## src/rtl/bin_to_bcd_seq_pkg.sv

```systemverilog
// Shared types and sizing helpers for the sequential binary-to-BCD converter.
package bin_to_bcd_seq_pkg;

    typedef enum logic [1:0] {
        IDLE  = 2'd0,
        SHIFT = 2'd1,
        DONE  = 2'd2
    } state_t;

    localparam int BCD_DIGIT_W = 4;

    // Decimal digits needed for a WIDTH-bit value: ceil(width * log10(2)), log10(2) ~ 0.30103.
    function automatic int scratch_digits(input int width);
        int d;
        d = (width * 30103 + 99999) / 100000;
        if (d < 1) d = 1;
        return d;
    endfunction

endpackage

```

## src/rtl/bcd_digit_adj.sv

```systemverilog
// Double-dabble digit corrector: a nibble of 5 or more gets +3 before the next left shift.
module bcd_digit_adj
    import bin_to_bcd_seq_pkg::*;
(
    input  logic [BCD_DIGIT_W-1:0] digit,
    output logic [BCD_DIGIT_W-1:0] adjusted
);

    always_comb begin
        adjusted = digit;
        if (digit >= 4'd5) adjusted = digit + 4'd3;
    end

endmodule

```

## src/rtl/bin_to_bcd_seq.sv

```systemverilog
// Sequential shift-and-add-3 binary-to-BCD converter with saturation and leading-zero blank mask.
module bin_to_bcd_seq
    import bin_to_bcd_seq_pkg::*;
#(
    parameter int WIDTH  = 14,
    parameter int DIGITS = 4
) (
    input  logic                          CLK,
    input  logic                          RST,
    input  logic [WIDTH-1:0]              bin_in,
    input  logic                          start,
    output logic                          busy,
    output logic                          done,
    output logic [DIGITS*BCD_DIGIT_W-1:0] bcd,
    output logic                          ovf,
    output logic [DIGITS-1:0]             blank
);

    localparam int SCRATCH_DIGITS = (scratch_digits(WIDTH) > DIGITS) ? scratch_digits(WIDTH) : DIGITS;
    localparam int SCRATCH_W      = SCRATCH_DIGITS * BCD_DIGIT_W;
    localparam int OUT_W          = DIGITS * BCD_DIGIT_W;
    localparam int CNT_W          = (WIDTH > 1) ? $clog2(WIDTH) : 1;
    localparam logic [CNT_W-1:0] CNT_LOAD  = CNT_W'(WIDTH - 1);
    localparam logic [OUT_W-1:0] ALL_NINES = {DIGITS{4'h9}};

    state_t                 state;
    state_t                 next_state;
    logic [CNT_W-1:0]       bit_cnt;
    logic [WIDTH-1:0]       shift_reg;
    logic [SCRATCH_W-1:0]   scratch;
    logic [SCRATCH_W-1:0]   scratch_adj;
    logic [SCRATCH_W-1:0]   scratch_next;
    logic [OUT_W-1:0]       bcd_q;
    logic                   ovf_q;
    logic                   ovf_next;
    logic                   zero_above;
    logic [DIGITS-1:0]      blank_mask;

    genvar gi;
    generate
        for (gi = 0; gi < SCRATCH_DIGITS; gi++) begin : g_adj
            bcd_digit_adj u_adj (
                .digit    (scratch[gi*BCD_DIGIT_W +: BCD_DIGIT_W]),
                .adjusted (scratch_adj[gi*BCD_DIGIT_W +: BCD_DIGIT_W])
            );
        end
    endgenerate

    assign scratch_next = (scratch_adj << 1) | SCRATCH_W'(shift_reg[WIDTH-1]);

    // Any nonzero digit above the displayed range means the value does not fit.
    always_comb begin
        ovf_next = 1'b0;
        for (int i = DIGITS; i < SCRATCH_DIGITS; i++) begin
            if (scratch_next[i*BCD_DIGIT_W +: BCD_DIGIT_W] != '0) ovf_next = 1'b1;
        end
    end

    always_ff @(posedge CLK) begin
        if (RST) state <= IDLE;
        else     state <= next_state;
    end

    always_comb begin
        next_state = state;
        busy       = 1'b0;
        done       = 1'b0;
        case (state)
            IDLE: begin
                if (start) next_state = SHIFT;
            end
            SHIFT: begin
                busy = 1'b1;
                if (bit_cnt == '0) next_state = DONE;
            end
            DONE: begin
                done       = 1'b1;
                next_state = start ? SHIFT : IDLE;
            end
            default: next_state = IDLE;
        endcase
    end

    // Results are captured on the final shift edge so they appear together with the done pulse.
    always_ff @(posedge CLK) begin
        if (RST) begin
            bit_cnt   <= '0;
            shift_reg <= '0;
            scratch   <= '0;
            bcd_q     <= '0;
            ovf_q     <= 1'b0;
        end else begin
            case (state)
                SHIFT: begin
                    shift_reg <= shift_reg << 1;
                    scratch   <= scratch_next;
                    bit_cnt   <= bit_cnt - 1'b1;
                    if (bit_cnt == '0) begin
                        bcd_q <= ovf_next ? ALL_NINES : scratch_next[OUT_W-1:0];
                        ovf_q <= ovf_next;
                    end
                end
                default: begin
                    if (start) begin
                        shift_reg <= bin_in;
                        scratch   <= '0;
                        bit_cnt   <= CNT_LOAD;
                    end
                end
            endcase
        end
    end

    always_comb begin
        blank_mask = '0;
        zero_above = 1'b1;
        for (int i = DIGITS - 1; i >= 1; i--) begin
            zero_above    = zero_above && (bcd_q[i*BCD_DIGIT_W +: BCD_DIGIT_W] == 4'h0);
            blank_mask[i] = zero_above;
        end
    end

    assign bcd   = bcd_q;
    assign ovf   = ovf_q;
    assign blank = blank_mask;

endmodule

```

## config.mk

```make
export PLATFORM = sky130hd
export DESIGN_NAME = bin_to_bcd_seq
export DESIGN_NICKNAME = d
export VERILOG_FILES = /design/src/rtl/bin_to_bcd_seq_pkg.sv /design/src/rtl/bcd_digit_adj.sv /design/src/rtl/bin_to_bcd_seq.sv
export SDC_FILE = /design/constraint.sdc
export NUM_CORES = 1
export LEC_CHECK = 0
export ABC_AREA = 1
export BUFFER_PORTS_ARGS = -buffer_cell sky130_fd_sc_hd__buf_2
export CORE_MARGIN = 2
export CORE_UTILIZATION = 39
export DETAILED_ROUTE_END_ITERATION = 7
export HOLD_SLACK_MARGIN = 0.06
export PLACE_DENSITY = 0.56
export SLEW_MARGIN = 5
export SYNTH_ARGS = -nofsm -noshare
export SYNTH_HDL_FRONTEND = slang
export SYNTH_SLANG_ARGS = --single-unit
```

## constraint.sdc

```tcl
create_clock -name CLK -period 4.2 [get_ports CLK]
set_input_delay 0.42 -clock CLK [delete_from_list [all_inputs] [get_ports CLK]]
set_output_delay 0.42 -clock CLK [all_outputs]
set_load 0.01 [all_outputs]
```

==> results.py, run 1 <==
metrics = {
    "logic_synthesis": {
        "synth.area.top_cells": "dfxtp_1 (40%), nand2_1 (16%), inv_1 (6.5%)",
        "synthCells": 406,
        "syn_nets": 434,
        "synth-seq-cells": 57,
        "postSynthAreaPerCell_um2": 6.97,
        "syn_area_um2": 2830,
        "synth.yosys.seq_area_share_pct": 40.3,
        "ys_types": 31,
        "yosysWarnings": 0,
        "synth_top_cell_area_share_pct": 40.3,
        "yosys.area.top_type": "dfxtp_1",
    },
    "setup_path": {
        "worstRegToRegCells": 8,
        "reg2reg_from": "state[0]",
        "worst_ep_required_time_ns": 3.78,
        "crit_arrival_ns": 1.43,
        "rr_endpoint": "bcd[0]",
        "rrSetupSlack_ns": 2.35,
        "path_class": "reg2out",
        "worst-path-max-fanout": 37,
        "critPathCaptureType": "primary output",
        "critPathLaunchType": "flop",
    },
    "power": {
        "irDropWorstVdd_uv": 176,
        "finalPower_mw": 1.15,
        "p_leak_nw": 1.44,
        "power_density_nw_per_um2": 358,
    },
    "timing": {
        "worstMarginPinSlew_ns": 0.883,
        "fin_skew_ns": 0.00534,
        "period_needed_ns": 1.85,
        "finalHoldViolCount": 0,
        "rsz0062_at_grt": "false",
        "finalSetupViolations": 0,
        "timing.final.max_slew_violations": 0,
        "post-route-period-util_pct": 44.1,
        "max_freq_mhz": 540,
        "fin_tns_setup_ns": 0,
        "relSlewSlack_pct": 41.1,
    },
    "floorplanning": {
        "io_pins": 40,
        "die_w_um": 89.2,
        "start_util_pct": 39.7,
        "core_um2": 7140,
        "fp.dieH_um": 89.2,
        "die-area_um2": 7950,
        "num_rows": 31,
    },
    "placed_design": {
        "hpwl_um": 4330,
        "place.gp.congestion": 0.830,
        "placedCellCount": 527,
        "dpl-instance-area_um2": 3060,
        "io_buffer_count": 38,
    },
    "grt": {
        "grt_pass1_wl_um": 10400,
        "grt_max_degree": 49,
        "antenna_found_initial": 0,
        "grt_pass1_vias": 2341,
        "gr-total-overflow": 0,
        "grt_use_total_pct": 17.1,
    },
    "routing": {
        "drc_errors": 0,
        "wl_per_cell_um": 11.5,
        "drt_wl_total_um": 6260,
        "post_drt_via_cell_ratio": 4.75,
        "m1WireLength_um": 3010,
        "drtIter0Drc": 126,
        "wl_met3_um": 190,
        "drtAntennaViolNets": 0,
        "vias": 2580,
        "wl_met2_um": 2900,
        "top_layer": "met4",
        "drt_first_pass_iters": 4,
    },
    "clock_network": {
        "cts-resized-gates": 0,
        "cts_tree": "yes",
        "path_clk_slew_ns": 0.06,
        "cts_htree_levels": 3,
        "clockBufferDepth": 2,
        "cts_buffers": 9,
        "cts-root-buf": "clkbuf_8",
        "clock-sinks": 57,
        "ctsHoldBuffers": 0,
        "cts_setup_buffers": 0,
        "insertion_delay_ns": 0.33,
    },
    "layout": {
        "final_util_pct": 45.1,
        "final_common_cell": "nand2_1",
        "drive_gt1_share_pct": 14.2,
        "post-route-cell-area_um2": 3220,
        "area_growth_pct": 13.7,
        "nFillCells": 774,
        "final_cell_mix": "nand2_1 (120), dfxtp_1 (57), inv_1 (49), buf_2 (38), a21oi_1 (35)",
        "insertedDiodeCount": 0,
        "layout.nets": 467,
        "fin_cells": 543,
        "largest_reg_flops": 20,
    },
    "hold_path": {
        "min_path_cells": 3,
        "holdPathEnd": "shift_reg[0]",
        "min_path_type": "in2reg",
        "hold_start": "bin_in[0]",
    },
    "status": {
        "status": "finished, final reports clean",
    },
    "job": {
        "maxCapViolCount": 0,
    },
}
[power by group]
part | total [mW] | leakage, nW | internal, mW | switching, mW
clock network | 0.414 | 0.0839 | 0.210 | 0.204
registers | 0.583 | 0.464 | 0.567 | 0.0155
logic | 0.156 | 0.893 | 0.0550 | 0.101
[critical path: stages (launching register included)]
cell	delay [ns]
dfxtp_1	0.35
inv_2	0.07
nor2_8	0.44
buf_2	0.24
[synthesized netlist by cell type (all sizes together)]
cell,count
a211oi,1
a21o,1
a21oi,35
a31oi,13
and3,1
buf,11
clkbuf,5
conb,1
dfxtp,57
ha,11
inv,53
mux2i,2
nand2,123
nand3,18
nand4,4
nor2,35
nor3,2
nor4,1
o21ai,23
o22ai,3
xor2,6
[per-layer routing]
metal,GRT usage [%],up-vias
met1,21.0,1167
met3,3.42,12
li1,-,1367
met2,28.2,34
met5,0,-
met4,8.82,0
[worst max path at each step]
stage | slack, ns | start | endpoint
after floorplan | 2.52 | bcd[12] | blank[1]
after global placement | 2.35 | state[0] | bcd[14]
after detailed placement | 2.33 | state[0] | bcd[0]
after CTS | 2.31 | state[0] | busy
after global routing | 2.14 | state[0] | bcd[14]
final | 2.35 | state[0] | busy
[cells by family (layout without fill, tap and decap cells)]
family                     count (synthesis)  count (layout)  share of synthesized area [%]
and+or+nand+nor                          184             184                           27.8
AOI/OAI and AO/OA                         76              76                           14.3
buffers and inverters                     69             107                           10.0
DFF                                       57              57                           40.3
adders and majority gates                 11              11                           4.86
xor gates and xnor gates                   6               6                           1.86
muxes                                      2               2                          0.707
other                                      1               1                          0.132
[metrics by stage]
stage / setup slack [ns] / hold WS (ns)
3_5_place_dp: 2.33 / 0.464
5_1_grt: 2.14 / 0.324
2_1_floorplan: 2.52 / 0.443
6_report: 2.35 / 0.335
4_1_cts: 2.31 / 0.318
3_3_place_gp: 2.35 / 0.457
[final cells by class]
cell class,count,area (um2),area share (%)
clock buffers,12,135,4.20
clock inverters,4,20.0,0.622
inverters,53,201,6.26
multi-input cells,280,1410,43.7
flip-flops and latches,57,1140,35.5
well taps,99,124,3.85
repair buffers,38,190,5.91
(Power assumes the default switching activity.)
==> inputs of run 2 (changes only) <==
Settings changed: ABC_AREA 1 to 0.
Clock period 4.2 ns to 1.75 ns, I/O delays scaled along.
==> run 2 against run 1 <==
  * The flow now finishes with violations (setup timing)
  * Non-clock buffer count up 26
  * Sequential share of layout area down 4.3 points
  * Sequential cell count unchanged
  * First-iteration DRC count down 6.3%
  * Cell area up 14%
  * Global-route usage up 1.5 points
  * Via count up 4.1%
  * Clock skew up 0.0014 ns
  * Worst setup slack worse by 2.5 ns
==> results.py, run 2 <==
metrics = {
    "logic_synthesis": {
        "synthCells": 351,
        "synthXorXnorAreaFrac_pct": 0.299,
        "yosys.area.top_type": "dfxtp_1",
        "async_flop_share_pct": 0,
        "synth.yosys.seq_area_share_pct": 39.0,
        "postSynthAreaPerCell_um2": 8.34,
        "synth_top_cell_area_share_pct": 39.0,
        "syn_nets": 379,
        "synthMuxAreaShare_pct": 4.78,
        "synth_edf_count": 0,
        "synth.area.top_cells": "dfxtp_1 (39%), a21oi_1 (5.3%), a211oi_1 (5.1%)",
        "synth-seq-cells": 57,
        "yosysWarnings": 0,
        "synth_fa_ha_area_share_pct": 4.70,
        "synth_most_common_cell": "dfxtp_1",
        "syn_area_um2": 2930,
        "synth_top_family_by_area": "compound AO/OA/AOI/OAI gates",
        "synthSimpleGateAreaFrac_pct": 19.6,
        "ys_types": 45,
        "synth_common_cells": "dfxtp_1 (57), a21oi_1 (31), nor2_1 (30)",
        "ys.flop_type": "dfxtp_1",
        "synth_compound_area_share_pct": 25.7,
    },
    "layout": {
        "final_common_cell": "dfxtp_1",
        "insertedDiodeCount": 0,
        "drive_gt1_share_pct": 26.4,
        "layout.nets": 432,
        "area_growth_pct": 25.2,
        "largest_reg_flops": 20,
        "final_cell_mix": "dfxtp_1 (54), buf_2 (38), nor2_1 (30), a21oi_1 (30), buf_4 (24)",
        "fin_cells": 508,
        "nFillCells": 711,
    },
    "timing": {
        "rsz0062_at_grt": "true",
        "relSlewSlack_pct": 65.4,
        "finalHoldViolCount": 0,
        "fin_tns_setup_ns": -1.53,
        "finalSetupViolations": 15,
        "period_needed_ns": 1.89,
        "fin_skew_ns": 0.00670,
        "timing.final.max_slew_violations": 0,
        "worstMarginPinSlew_ns": 0.519,
        "post-route-period-util_pct": 108,
        "max_freq_mhz": 529,
        "setup_slack_ns": -0.141,
    },
    "floorplanning": {
        "die-area_um2": 8220,
        "core_um2": 7250,
        "die_w_um": 90.7,
        "io_pins": 40,
        "num_rows": 31,
        "fp.dieH_um": 90.7,
        "start_util_pct": 40.4,
    },
    "routing": {
        "drc_errors": 0,
        "drt_first_pass_iters": 4,
        "post_drt_via_cell_ratio": 5.29,
        "drtIter0Drc": 118,
        "wl_per_cell_um": 14.1,
        "drtAntennaViolNets": 0,
        "vias": 2686,
        "drt_wl_total_um": 7140,
    },
    "setup_path": {
        "worstRegToRegCells": 7,
        "critPathLaunch": "scratch[17]",
        "crit_arrival_ns": 2.09,
        "critPathLaunchType": "flop",
        "path_class": "reg2reg",
        "worst_ep_required_time_ns": 1.94,
        "worst-path-max-fanout": 9,
        "critPathCaptureType": "flop",
        "rrSetupSlack_ns": -0.14,
        "reg2reg_from": "scratch[17]",
        "rr_endpoint": "bcd[11]",
    },
    "clock_network": {
        "cts_htree_levels": 3,
        "cts_tree": "yes",
        "path_clk_slew_ns": 0.07,
        "clockBufferDepth": 2,
        "cts_buffers": 9,
        "ctsHoldBuffers": 0,
        "insertion_delay_ns": 0.33,
        "clock-sinks": 57,
        "cts-root-buf": "clkbuf_8",
    },
    "power": {
        "irDropWorstVdd_uv": 507,
        "power_density_nw_per_um2": 832,
        "p_leak_nw": 1.47,
    },
    "hold_path": {
        "holdPathEnd": "shift_reg[0]",
        "min_path_type": "in2reg",
        "min_path_cells": 3,
        "hold_start": "bin_in[0]",
    },
    "status": {
        "status": "finished, violations left",
        "violations": "setup timing",
    },
    "grt": {
        "grt_pass1_wl_um": 12400,
        "gr-total-overflow": 0,
        "grt_pass1_vias": 2577,
        "grt_use_total_pct": 18.6,
        "grt_max_degree": 53,
        "antenna_found_initial": 0,
    },
    "job": {
        "maxCapViolCount": 0,
    },
    "placed_design": {
        "place.gp.congestion": 0.833,
        "io_buffer_count": 38,
        "placedCellCount": 489,
        "hpwl_um": 5000,
    },
}
## run 2: cell count changes in the layout (fill, tap and decap cells not counted), sizes merged, moves of 9 or more
cell / previous run / this run
inv: 53 / 19
mux2i: 2 / 14
nor3: 2 / 11
a31oi: 13 / 2
buf: 38 / 64
a211oi: 1 / 20
nand2: 123 / 20
a211o: 0 / 9
## run 2: timing repair
item	in CTS	in global routing
resized for setup	2	24
endpoints found under the setup margin	17	17
endpoints found under the hold margin	0	0
pin swaps	0	7
buffers inserted	0	3
cloned	0	0
## run 2: final cells by class
class	instances	area (um2)	area share, %
multi-input combinational	252	1730	47.3
sequential	57	1140	31.2
timing repair buffer	64	393	10.7
clock buffer	11	141	3.86
tap	99	124	3.38
inverter	20	77.6	2.12
clock inverter	5	53.8	1.47
## run 2: logic make-up (layout without fill, tap and decap cells)
kind of cell	count (synthesis)	in the layout
AO/OA/AOI/OAI	111	111
XOR/XNOR	1	1
multiplexers	14	14
other	1	1
flip-flops	57	57
buffers and inverters	42	100
adder cells (fa/ha/maj)	11	11
AND/OR/NAND/NOR	114	114
## run 2: worst max-delay path by stage
stage              end  slack, ns  cells past startpoint
2_1_floorplan   bcd[0]      -0.11                      6
3_3_place_gp   bcd[15]       -0.1                      7
3_5_place_dp   bcd[11]      -0.14                      7
4_1_cts        bcd[11]      -0.13                      7
5_1_grt        bcd[15]      -0.20                      7
6_report       bcd[11]      -0.14                      7
## run 2: metal layers
metal | up-vias | share of wire [%] | wire [um] | GRT usage, %
met4 | 0 | 1.6 | 114 | 8.08
met2 | 55 | 45 | 3230 | 28.5
met5 | - | 0 | 0 | 0
met3 | 9 | 4.1 | 295 | 4.17
li1 | 1378 | - | - | -
met1 | 1244 | 49 | 3500 | 25.0
## run 2: critical path: stages, from the launching register on
cell and delay [ns]:
dfxtp_2 0.35, inv_4 0.05, ha_4 0.15, nand2b_4 0.13, a2111o_1 0.44, a2111oi_4 0.39, buf_6 0.19, a211oi_1 0.07
## run 2: power by group
part,internal [mW],switching (mW)
registers,1.36,0.0418
logic,0.184,0.237
clock network,0.694,0.530
## run 2: per-stage QoR
step | hold slack (ns) | power (mW) | setup slack, ns | cell area, um2 | util, %
after floorplan | 0.370 | 1.69 | -0.113 | 2940 | -
after global placement | 0.445 | 1.82 | -0.0993 | 3340 | 46.0
after detailed placement | 0.442 | 1.83 | -0.145 | 3340 | 46.0
after CTS | 0.130 | 3.05 | -0.130 | 3540 | 48.9
after global routing | 0.187 | 3.20 | -0.200 | 3670 | 50.6
final | 0.139 | 3.05 | -0.141 | 3670 | 50.6
==> inputs of run 3 (changes only) <==
Settings changed: PLACE_DENSITY 0.56 to 0.66, SLEW_MARGIN 5 to not set.
==> run 3 against run 2 <==
  * Combinational power grew 2%
  * Non-clock buffer count shrank 4
  * The run still ends with setup timing left
  * Wire length grew 3.3%
  * Largest cell class unchanged
==> results.py, run 3 (synthesized netlist as in run 2, its figures left out) <==
metrics = {
    "grt": {
        "grt_pass1_vias": 2529,
        "grt_use_total_pct": 18.4,
        "gr-total-overflow": 0,
        "antenna_found_initial": 0,
        "grt_max_degree": 41,
        "grt_pass1_wl_um": 12400,
    },
    "timing": {
        "fin_skew_ns": 0.0112,
        "setup_slack_ns": -0.128,
        "period_needed_ns": 1.88,
        "rsz0062_at_grt": "true",
        "max_freq_mhz": 532,
        "whs_ns": 0.115,
        "finalSetupViolations": 16,
        "timing.final.max_slew_violations": 0,
        "finalHoldViolCount": 0,
        "post-route-period-util_pct": 107,
    },
    "clock_network": {
        "cts_buffers": 9,
        "cts_setup_buffers": 0,
        "clock-sinks": 57,
        "cts-root-buf": "clkbuf_8",
        "insertion_delay_ns": 0.33,
        "cts_tree": "yes",
        "clockBufferDepth": 2,
        "path_clk_slew_ns": 0.07,
        "cts_htree_levels": 3,
    },
    "layout": {
        "final_common_cell": "dfxtp_1",
        "fin_cells": 504,
        "area_growth_pct": 22.7,
        "insertedDiodeCount": 0,
        "largest_reg_flops": 20,
        "drive_gt1_share_pct": 25.2,
        "seqCellArea_um2": 1140,
        "final_cell_mix": "dfxtp_1 (54), buf_2 (38), nor2_1 (30), a21oi_1 (29), buf_4 (21)",
        "multi_input_area_um2": 1700,
        "layout.nets": 428,
        "nFillCells": 703,
    },
    "power": {
        "p_sw_mw": 0.808,
        "p_clk_share_pct": 39.7,
        "irDropWorstVdd_uv": 432,
        "power_density_nw_per_um2": 847,
        "combPwrFrac_pct": 14.1,
        "p_seq_share_pct": 46.2,
        "switching_share_pct": 26.6,
        "p_leak_nw": 1.44,
        "p_int_mw": 2.24,
    },
    "routing": {
        "wl_per_cell_um": 14.6,
        "drt_wl_total_um": 7380,
        "drt_first_pass_iters": 4,
        "drc_errors": 0,
        "drtAntennaViolNets": 0,
        "drtIter0Drc": 139,
        "vias": 2731,
        "post_drt_via_cell_ratio": 5.42,
    },
    "status": {
        "violations": "setup timing",
        "status": "finished, violations left",
    },
    "setup_path": {
        "worst-path-max-fanout": 4,
        "worst_ep_required_time_ns": 1.96,
        "crit_arrival_ns": 2.09,
        "critPathCaptureType": "flop",
        "critPathLaunchType": "flop",
        "path_class": "reg2reg",
        "worstRegToRegCells": 7,
    },
    "floorplanning": {
        "start_util_pct": 40.4,
        "core_um2": 7250,
        "io_pins": 40,
        "die_w_um": 90.7,
        "num_rows": 31,
        "die-area_um2": 8220,
        "fp.dieH_um": 90.7,
    },
    "job": {
        "maxCapViolCount": 0,
    },
    "hold_path": {
        "min_path_cells": 2,
        "min_path_type": "in2reg",
    },
    "placed_design": {
        "io_buffer_count": 38,
        "place.gp.congestion": 0.794,
        "placedCellCount": 487,
        "hpwl_um": 5050,
    },
}
## run 3: final timing paths
path                     from  endpoint  slack [ns]
setup reg to reg  scratch[17]    bcd[8]       -0.13
hold / removal            RST  state[0]        0.12
setup / recovery  scratch[17]    bcd[8]       -0.13
hold reg to reg        bcd[2]    bcd[2]        0.47
## run 3: metal layers
metal	track usage [%]	wire length, um	vias up
met5	0	0	-
met4	6.41	34	0
met3	4.59	367	4
met2	28.5	3440	65
met1	25.0	3540	1287
li1	-	-	1375
## run 3: area by class of cell
class / count / share of cell area (%)
inverters: 20 / 2.09
clock buffers: 11 / 3.93
repair buffers: 60 / 9.99
well taps: 99 / 3.45
flip-flops and latches: 57 / 31.9
multi-input cells: 252 / 47.2
clock inverters: 5 / 1.50
## run 3: repair_timing
item                                    CTS  global route
hold buffers                              0             0
gates cloned                              1             0
resized for setup                         6            11
endpoints found under the setup margin   18            18
pin swaps                                 1             2
## run 3: power by group through the flow
stage / sequential, mW / clock [mW] / combinational, mW
2_1_floorplan: 1.43 / 0 / 0.258
3_3_place_gp: 1.43 / 0 / 0.389
3_5_place_dp: 1.43 / 0 / 0.397
4_1_cts: 1.40 / 1.25 / 0.412
5_1_grt: 1.41 / 1.32 / 0.474
6_report: 1.41 / 1.21 / 0.428
## run 3: through the flow
stage          instance area, um2  power [mW]  utilization (%)  worst slack (ns)  TNS, ns
4_1_cts                      3550        3.06             49.0            -0.122    -1.35
3_3_place_gp                 3320        1.82             45.8           -0.0971   -0.838
3_5_place_dp                 3320        1.83             45.8            -0.137    -1.52
5_1_grt                      3590        3.20             49.5            -0.189    -2.26
6_report                     3590        3.04             49.5            -0.128    -1.43
2_1_floorplan                2940        1.69                -            -0.113   -0.905
## run 3: critical path, cell delays in order, from the launching register on
cell and delay, ns:
dfxtp_2 0.33, inv_2 0.04, ha_2 0.16, nand2b_4 0.13, a2111o_1 0.44, a2111oi_4 0.38
buf_4 0.22, a21oi_1 0.07
